--- config.mk ---
export PLATFORM = sky130hd
export DESIGN_NAME = regfile_wb_arbiter
export DESIGN_NICKNAME = d
export VERILOG_FILES = /design/src/rtl/regwb_pkg.sv /design/src/rtl/regfile_wb_arbiter_rr_arbiter.sv /design/src/rtl/regfile_wb_arbiter.sv
export SDC_FILE = /design/constraint.sdc
export NUM_CORES = 1
export LEC_CHECK = 0
export BUFFER_PORTS_ARGS = -buffer_cell sky130_fd_sc_hd__buf_2
export CAP_MARGIN = 15
export CORE_AREA = 10 10 126 105
export DETAILED_ROUTE_END_ITERATION = 8
export DIE_AREA = 0 0 136 115
export GPL_ROUTABILITY_DRIVEN = 0
export HOLD_SLACK_MARGIN = 0.06
export PLACE_DENSITY = 0.9
export RECOVER_POWER = 25
export SLEW_MARGIN = 20
export SYNTH_ARGS = -nofsm -noshare
export SYNTH_HDL_FRONTEND = slang
export SYNTH_SLANG_ARGS = --single-unit
--- constraint.sdc ---
create_clock -name clk -period 2.9 [get_ports clk]
set_input_delay 0.435 -clock clk [delete_from_list [all_inputs] [get_ports clk]]
set_output_delay 0.435 -clock clk [all_outputs]
set_load 0.05 [all_outputs]
--- src/rtl/regwb_pkg.sv ---
// Shared constants and types for the register-file writeback arbiter.
package regwb_pkg;

    localparam int         ADDR_W  = 5;
    localparam int         DATA_W  = 48;
    localparam logic [4:0] R0_ADDR = 5'd0;

    typedef enum logic [1:0] {RUN, DRAIN, HALTED} state_e;

endpackage

--- src/rtl/regfile_wb_arbiter_rr_arbiter.sv ---
// Combinational round-robin arbiter: the first set req bit at or after ptr
// (wrapping) wins; gnt is one-hot and gnt_idx is its index.
module rr_arbiter #(
    parameter int N     = 3,
    parameter int IDX_W = (N > 1) ? $clog2(N) : 1
) (
    input  logic [N-1:0]     req,
    input  logic [IDX_W-1:0] ptr,
    output logic [N-1:0]     gnt,
    output logic [IDX_W-1:0] gnt_idx
);

    always_comb begin
        logic             found;
        int               sum;
        logic [IDX_W-1:0] idx;
        gnt     = '0;
        gnt_idx = '0;
        found   = 1'b0;
        sum     = 0;
        idx     = '0;
        for (int i = 0; i < N; i++) begin
            sum = (int'(ptr) + i) % N;
            idx = IDX_W'(sum);
            if (!found && req[idx]) begin
                found    = 1'b1;
                gnt[idx] = 1'b1;
                gnt_idx  = idx;
            end
        end
    end

endmodule

--- src/rtl/regfile_wb_arbiter.sv ---
// Round-robin arbiter for the single register-file write port, with a
// drain/halt handshake. Per-requester stall counters: REGWB_PERF_CNT_EN.
module regfile_wb_arbiter
    import regwb_pkg::*;
#(
    parameter int NUM_REQ = 3,
    parameter int ADDR_W  = regwb_pkg::ADDR_W,
    parameter int DATA_W  = regwb_pkg::DATA_W,
    parameter int PERF_W  = 16
) (
    input  logic                      clk,
    input  logic                      reset_n,
    input  logic [NUM_REQ-1:0]        req_valid,
    input  logic [NUM_REQ*ADDR_W-1:0] req_addr,
    input  logic [NUM_REQ*DATA_W-1:0] req_data,
    output logic [NUM_REQ-1:0]        req_ready,
    input  logic                      drain_req,
    output logic                      drain_done,
    output logic                      wb_enable,
    output logic [ADDR_W-1:0]         wb_addr,
    output logic [DATA_W-1:0]         wb_data,
    output logic                      rel_enable,
    output logic [ADDR_W-1:0]         rel_addr,
    output logic [NUM_REQ*PERF_W-1:0] perf_stall_cnt
);

    localparam int IDX_W = (NUM_REQ > 1) ? $clog2(NUM_REQ) : 1;

    state_e             state_q, state_d;
    logic [IDX_W-1:0]   rr_ptr_q, rr_ptr_d;
    logic               wb_enable_q, wb_enable_d;
    logic [ADDR_W-1:0]  wb_addr_q, wb_addr_d;
    logic [DATA_W-1:0]  wb_data_q, wb_data_d;

    logic [NUM_REQ-1:0] gnt;
    logic [IDX_W-1:0]   gnt_idx;
    logic               granted;
    logic [ADDR_W-1:0]  sel_addr;
    logic [DATA_W-1:0]  sel_data;

    rr_arbiter #(.N(NUM_REQ), .IDX_W(IDX_W)) u_arb (
        .req     (req_valid),
        .ptr     (rr_ptr_q),
        .gnt     (gnt),
        .gnt_idx (gnt_idx)
    );

    // Grants only in RUN, and never in the cycle drain_req is first seen.
    always_comb begin
        req_ready = ((state_q == RUN) && !drain_req) ? gnt : '0;
        granted   = |req_ready;
        sel_addr  = req_addr[int'(gnt_idx)*ADDR_W +: ADDR_W];
        sel_data  = req_data[int'(gnt_idx)*DATA_W +: DATA_W];
    end

    always_comb begin
        state_d = state_q;
        case (state_q)
            RUN:     if (drain_req)    state_d = DRAIN;
            DRAIN:   if (!wb_enable_q) state_d = HALTED;
            HALTED:  if (!drain_req)   state_d = RUN;
            default:                   state_d = RUN;
        endcase
    end

    // R0 writes still consume a grant and update addr/data, but never
    // raise the write or release strobes.
    always_comb begin
        rr_ptr_d    = rr_ptr_q;
        wb_enable_d = 1'b0;
        wb_addr_d   = wb_addr_q;
        wb_data_d   = wb_data_q;
        if (granted) begin
            rr_ptr_d    = (gnt_idx == IDX_W'(NUM_REQ - 1)) ? '0 : gnt_idx + 1'b1;
            wb_enable_d = (sel_addr != ADDR_W'(R0_ADDR));
            wb_addr_d   = sel_addr;
            wb_data_d   = sel_data;
        end
    end

    always_ff @(posedge clk or negedge reset_n) begin
        if (!reset_n) begin
            state_q     <= RUN;
            rr_ptr_q    <= '0;
            wb_enable_q <= 1'b0;
            wb_addr_q   <= '0;
            wb_data_q   <= '0;
        end else begin
            state_q     <= state_d;
            rr_ptr_q    <= rr_ptr_d;
            wb_enable_q <= wb_enable_d;
            wb_addr_q   <= wb_addr_d;
            wb_data_q   <= wb_data_d;
        end
    end

    assign wb_enable  = wb_enable_q;
    assign wb_addr    = wb_addr_q;
    assign wb_data    = wb_data_q;
    assign rel_enable = wb_enable_q;
    assign rel_addr   = wb_addr_q;
    assign drain_done = (state_q == HALTED);

`ifdef REGWB_PERF_CNT_EN
    logic [NUM_REQ-1:0][PERF_W-1:0] perf_q, perf_d;

    always_comb begin
        perf_d = perf_q;
        for (int k = 0; k < NUM_REQ; k++) begin
            if (req_valid[k] && !req_ready[k] && (perf_q[k] != '1))
                perf_d[k] = perf_q[k] + 1'b1;
        end
    end

    always_ff @(posedge clk or negedge reset_n) begin
        if (!reset_n) perf_q <= '0;
        else          perf_q <= perf_d;
    end

    assign perf_stall_cnt = perf_q;
`else
    assign perf_stall_cnt = '0;
`endif

endmodule

Yosys cells after proc, flatten, opt, wreduce, memory -nomap -nowiden. Index checks and enable logic that the tools add are counted.

$add $sub $neg: 3. $mul: 2. Divide/modulo/power cells: 3. $lt $le $gt $ge: 6. Equality and inequality tests: 6. Shift operators: 2. Multiplexer cells: 27. Bitwise operators: 2. Reduce and logical (&&, ||, !) cells: 13.

Operators by type and width (number): $shiftx 144x9->48 (1); $mod 32x3->32 const B (2); $mod 3x3->32 const B (1); $shiftx 15x6->5 (1); $mux 2 (7); $mux 3 (4); $lt 2x3->1 const B (3); $mux 1 (9); $bmux 1 s2 (3); $demux 1 s2 (3); $ge 2x1->1 const B (3); $logic_and 1x1->1 (6); $ne 2x2->1 const B (3); $or 3x3->3 (2); $pmux 2 s3 (1); $mul 2x3->5 const B (1); $reduce_bool 5->1 (1); $eq 2x2->1 const B (2); $mul 2x2->4 const B (1); $add 2x1->3 const B (1); $add 2x2->3 const B (1); $logic_not 1->1 (3); $reduce_and 3->1 (1); $reduce_or 3->1 (1); 3 further kinds (3).

Register bits after elaboration: 58. Latch bits: 0. Bits in writable memories: 0. Bits in read-only memories: 0. Input bits: 165. Output and inout port bits: 112. Word-level logic and storage cells: 69. Memories kept: 0.

Longest topological paths before layout.
Depth after elaboration: 14. Gate-level depth with buffers: 12. Gate-level depth less buffers: 8.

Modules after synthesis. From an unflattened synthesis, not the netlist that was laid out.

Cell total of the unflattened synthesis: 464. Area, all modules: 3901.2 µm².

Modules (own cells, without submodules): regfile_wb_arbiter (instances 1, cells an instance 426, area each 3634.7 µm², seq. area each 1451.4 µm²); rr_arbiter (instances 1, cells an instance 38, area each 266.5 µm², seq. area each 0.0 µm²).

Least setup slack after synthesis. Ideal clock, no wire load.

Path kind: flip-flop to output port. Start point: register rr_ptr_q[1]. End point: output req_ready[0]. Arrival: 2739 ps. Required time: 2465 ps. Path slack: -274 ps. Cell stages (with the launch flop): 11. Buffers on the path: 2. Cell sequence: dfrtp_1 -> inv_1 -> ha_1 -> buf_6 -> mux2i_1 -> or2_0 -> buf_2 -> nand2_1 -> nor2_1 -> a211oi_1 -> a211oi_1.

Longest elaborated chain between the ends: 11. Elaborated cells on any way between the ends: 38. Classes of those cells: add/sub: 2; div: 3; order compare: 6; mux: 18; bitwise: 2; reduce/logical: 7.

RTL lines: start, declared (line regfile_wb_arbiter.sv:30) `logic [IDX_W-1:0] rr_ptr_q, rr_ptr_d;`; start signal, assigned (line regfile_wb_arbiter.sv:90) `rr_ptr_q <= rr_ptr_d;`; $add 2x1->3 / $mod 3x3->32 (equally long branches) (line regfile_wb_arbiter_rr_arbiter.sv:23) `sum = (int'(ptr) + i) % N;`; $mod 32x3->32 (tied with other cells) (line regfile_wb_arbiter_rr_arbiter.sv:23); $lt 2x3->1 (not written as such) (tied with other cells) (line regfile_wb_arbiter_rr_arbiter.sv:27) `gnt[idx] = 1'b1;`; $logic_and 1x1->1 (not written as such) (tied with other cells) (line regfile_wb_arbiter_rr_arbiter.sv:27); $mux 1 (not written as such) (tied with other cells) (line regfile_wb_arbiter_rr_arbiter.sv:27); $demux 1 s2 (tied with other cells); $or 3x3->3 (no source line) / $mux 1 (equally long branches); $mux 3 / $logic_not 1->1 (equally long branches) (line regfile_wb_arbiter_rr_arbiter.sv:25) `if (!found && req[idx]) begin`; $or 3x3->3 (no source line) / $logic_and 1x1->1 (equally long branches); $mux 3 * (line regfile_wb_arbiter_rr_arbiter.sv:25); $mux 3 * (line regfile_wb_arbiter.sv:50) `req_ready = ((state_q == RUN) && !drain_req) ? gnt : '0;`; end, declared (line regfile_wb_arbiter.sv:16) `output logic [NUM_REQ-1:0] req_ready,`.

Every way passes the cells marked *; elsewhere a longest branch is shown, timed or not. The select of a mux whose other input is x is not followed.

Final worst setup path. Ends and elaborated chain as after synthesis.

==> metrics.yaml <==
finalWorstSetupSlack_ns: 0.04489
detail-route-antenna-nets: 0
area_growth_pct: 32.63
start_util: 0.4416
hold_slack_ns: 0.4099
cts.sinks: 58
dr.pass1.iters: 5
clk_pin_slew_ns: 0.05
die_y_um: 115
worst_ir_drop_vdd_v: 0.0008387
arrival_ns: 2.42
slew_violations: 29
hold_viol: 0
cts_max_level: 3
crit_required_ns: 2.47
stdcell_area_sq_um: 6255
cpPeakStageDelay_ns: 0.42
yosys-top-cells-area: "dfrtp_1 31%, mux2_4 15%, buf_4 8.9%"
yosysWarnings: 0
fmax_ghz: 0.3503
synth-main-ff-cell: "dfrtp_1"
cts_buffer_depth: 2
grt_pass1_wl_mm: 26.48
setup_viol: 0
die_width_um: 136
hold_depth: 3
crit_path_cell_trace: "inv_1 > ha_4 > mux2i_2 > or2_4 > buf_4 > nand2_1 > nor2_1 > a211oi_2 > a211oi_2 > buf_6"
period_minus_slack_ns: 2.855
cts_hold_buffers: 0
n_antenna_cell: 0
syn_area_sq_um: 4716
place.detailed.hpwl_mm: 13.00
antenna_found_initial: 0
drt-wirelength-per-cell_um: 20.37
rrSetupSlack_ns: 0.19
placed_area_sq_um: 5829
clk_latency_ns: 0.32
cts_buffers: 9
p_per_area_nw_per_um2: 1665
clock-root-buffer: "clkbuf_16"
min_path_type: "input pin to register"
grt_max_degree: 52
multi_input_area_sq_um: 2831
drc: 0
async_flop_share: 1.000
crit_fanout: 4
synth-edff-count: 0
avgViaCountPerCell: 5.536
r2r_start: "rr_ptr_q[1]$_DFFE_PN0P_"
overflow: 0
synth_area_leader_cell: "dfrtp_1"
avgSynthCellArea_sq_um: 9.375
maxCapViolCount: 1
timing.final.crit_share: 0.9845
synth_seq_area_share: 0.3078
final_nets: 877
fin_skew_ns: 0.005763
reg2regPathDepth: 9
crit_path_end_kind: "primary output"
fin_util: 0.5858
violations: "max-capacitance violations, max-slew violations"
hp-start: "drain_req"
dp_slack_ns: 0.2034
instances_no_fill: 857
die_area_sq_um: 15640
cp_slowest_cell: "dfrtp_1"
layout_common_cells: "225 x buf_2, 58 x dfrtp_1, 51 x a31oi_1, 51 x nand3_1, 50 x a211oi_1"
netlist-cell-type-count: 42
num_rows: 34
syn_inst: 503
drt_wl_total_mm: 17.46
drt-initial-drc-count: 303
r2r_end: "wb_data[38]$_DFFE_PN0P_"
num-fill-cells: 931
place_inst: 838
tightest_slew_ns: 1.605
startpoint_type: "register"
slew_headroom: -0.07028
yosys.area.top_type_share: 0.3078
portBuffers: 228
p_total_mw: 10.41
grt_pass1_vias: 5010
seq_area_sq_um: 1451
coreArea_sq_um: 10680
grt_usage: 0.2096
worstHoldEndpoint: "state_q[0]$_DFFE_PN0P_"
path_class: "register to primary output"
dr_total_vias: 4744
tritoncts: "yes"
crit_path_frequent_cell: "a211oi_2"
layout_commonest_cell: "buf_2"
power.leakage_nw: 2.959
io-pin-count: 277
synth.ff_latch_count: 58
layout-drive-gt1-share: 0.4811
status: "finished with violations"
totalNegativeSetupSlack_ns: 0
kinds of logic (layout without fill, tap and decap cells):
family | count (synthesis) | in the layout | synth area share
compound gates | 179 | 179 | 0.2518
fa+ha+maj | 4 | 4 | 0.01061
buf+inv | 116 | 279 | 0.1512
flops | 58 | 58 | 0.3078
mux | 66 | 66 | 0.1926
other cells | 1 | 48 | 0.0007952
simple gates | 79 | 79 | 0.08517
flip-flops by register name, indices dropped and copies added, names as in the netlist:
| signal | count |
|---|---|
| state_q | 2 |
| rel_enable | 1 |
| wb_data | 48 |
| rr_ptr_q | 2 |
| rel_addr | 5 |
metal layers:
| layer | track usage | vias to the layer above | routed length [um] |
|---|---|---|---|
| li1 | - | 2204 | - |
| met5 | 0 | - | 0 |
| met4 | 0.08575 | 0 | 369 |
| met1 | 0.2405 | 2243 | 6876 |
| met3 | 0.07062 | 27 | 1739 |
| met2 | 0.3528 | 270 | 8474 |
synthesized netlist by cell type (4+ instances only):
cell	instances
nor2_1	6
o32ai_1	4
o21ai_0	49
buf_6	7
buf_4	56
mux2i_1	10
nand2_1	6
clkbuf_1	28
mux2_2	7
ha_1	4
buf_1	4
inv_1	9
dfrtp_1	58
nand3_1	51
buf_2	12
mux2_4	46
a21oi_1	4
a211oi_1	53
a31oi_1	51
power breakdown:
part	switching (mW)	leakage (nW)	internal, mW	total (mW)
Combinational	4.75	2.11	2.87	7.61
Clock	0.371	0.169	0.886	1.26
Sequential	0.278	0.684	1.26	1.54
Total	5.40	2.96	5.02	10.4
cell type report:
| class | count | area share |
|---|---|---|
| Tap cell | 144 | 0.02881 |
| Sequential cell | 58 | 0.2320 |
| Clock inverter | 4 | 0.01560 |
| Clock buffer | 12 | 0.04101 |
| Multi-Input combinational cell | 376 | 0.4527 |
| Timing Repair Buffer | 254 | 0.2244 |
| Inverter | 9 | 0.005401 |
how the worst max path moves through the flow:
| stage | startpoint | to | slack, ns | cells past startpoint |
|---|---|---|---|---|
| after floorplan | rr_ptr_q[1]$_DFFE_PN0P_ | rel_addr[3]$_DFFE_PN0P_ | 0.008 | 12 |
| after global placement | rr_ptr_q[1]$_DFFE_PN0P_ | wb_data[39]$_DFFE_PN0P_ | 0.29 | 9 |
| after detailed placement | rr_ptr_q[0]$_DFFE_PN0P_ | wb_data[19]$_DFFE_PN0P_ | 0.20 | 9 |
| after CTS | rr_ptr_q[1]$_DFFE_PN0P_ | req_ready[2] | 0.01 | 7 |
| after global routing | rr_ptr_q[1]$_DFFE_PN0P_ | req_ready[0] | -0.07 | 10 |
| final | rr_ptr_q[1]$_DFFE_PN0P_ | req_ready[0] | 0.04 | 10 |
critical path, delay by kind of cell (launching register included):
family,cells,cell delay [ns]
flops,1,0.42
simple gates,3,0.42
buf+inv,3,0.49
mux,1,0.28
compound gates,2,0.29
fa+ha+maj,1,0.19
what timing repair did:
action,in CTS,in global routing
endpoints found under the hold margin,0,0
setup endpoints to repair,2,3
gates resized for setup,3,13
setup buffers,1,2
No activity file was read; power rests on OpenSTA's default activity.
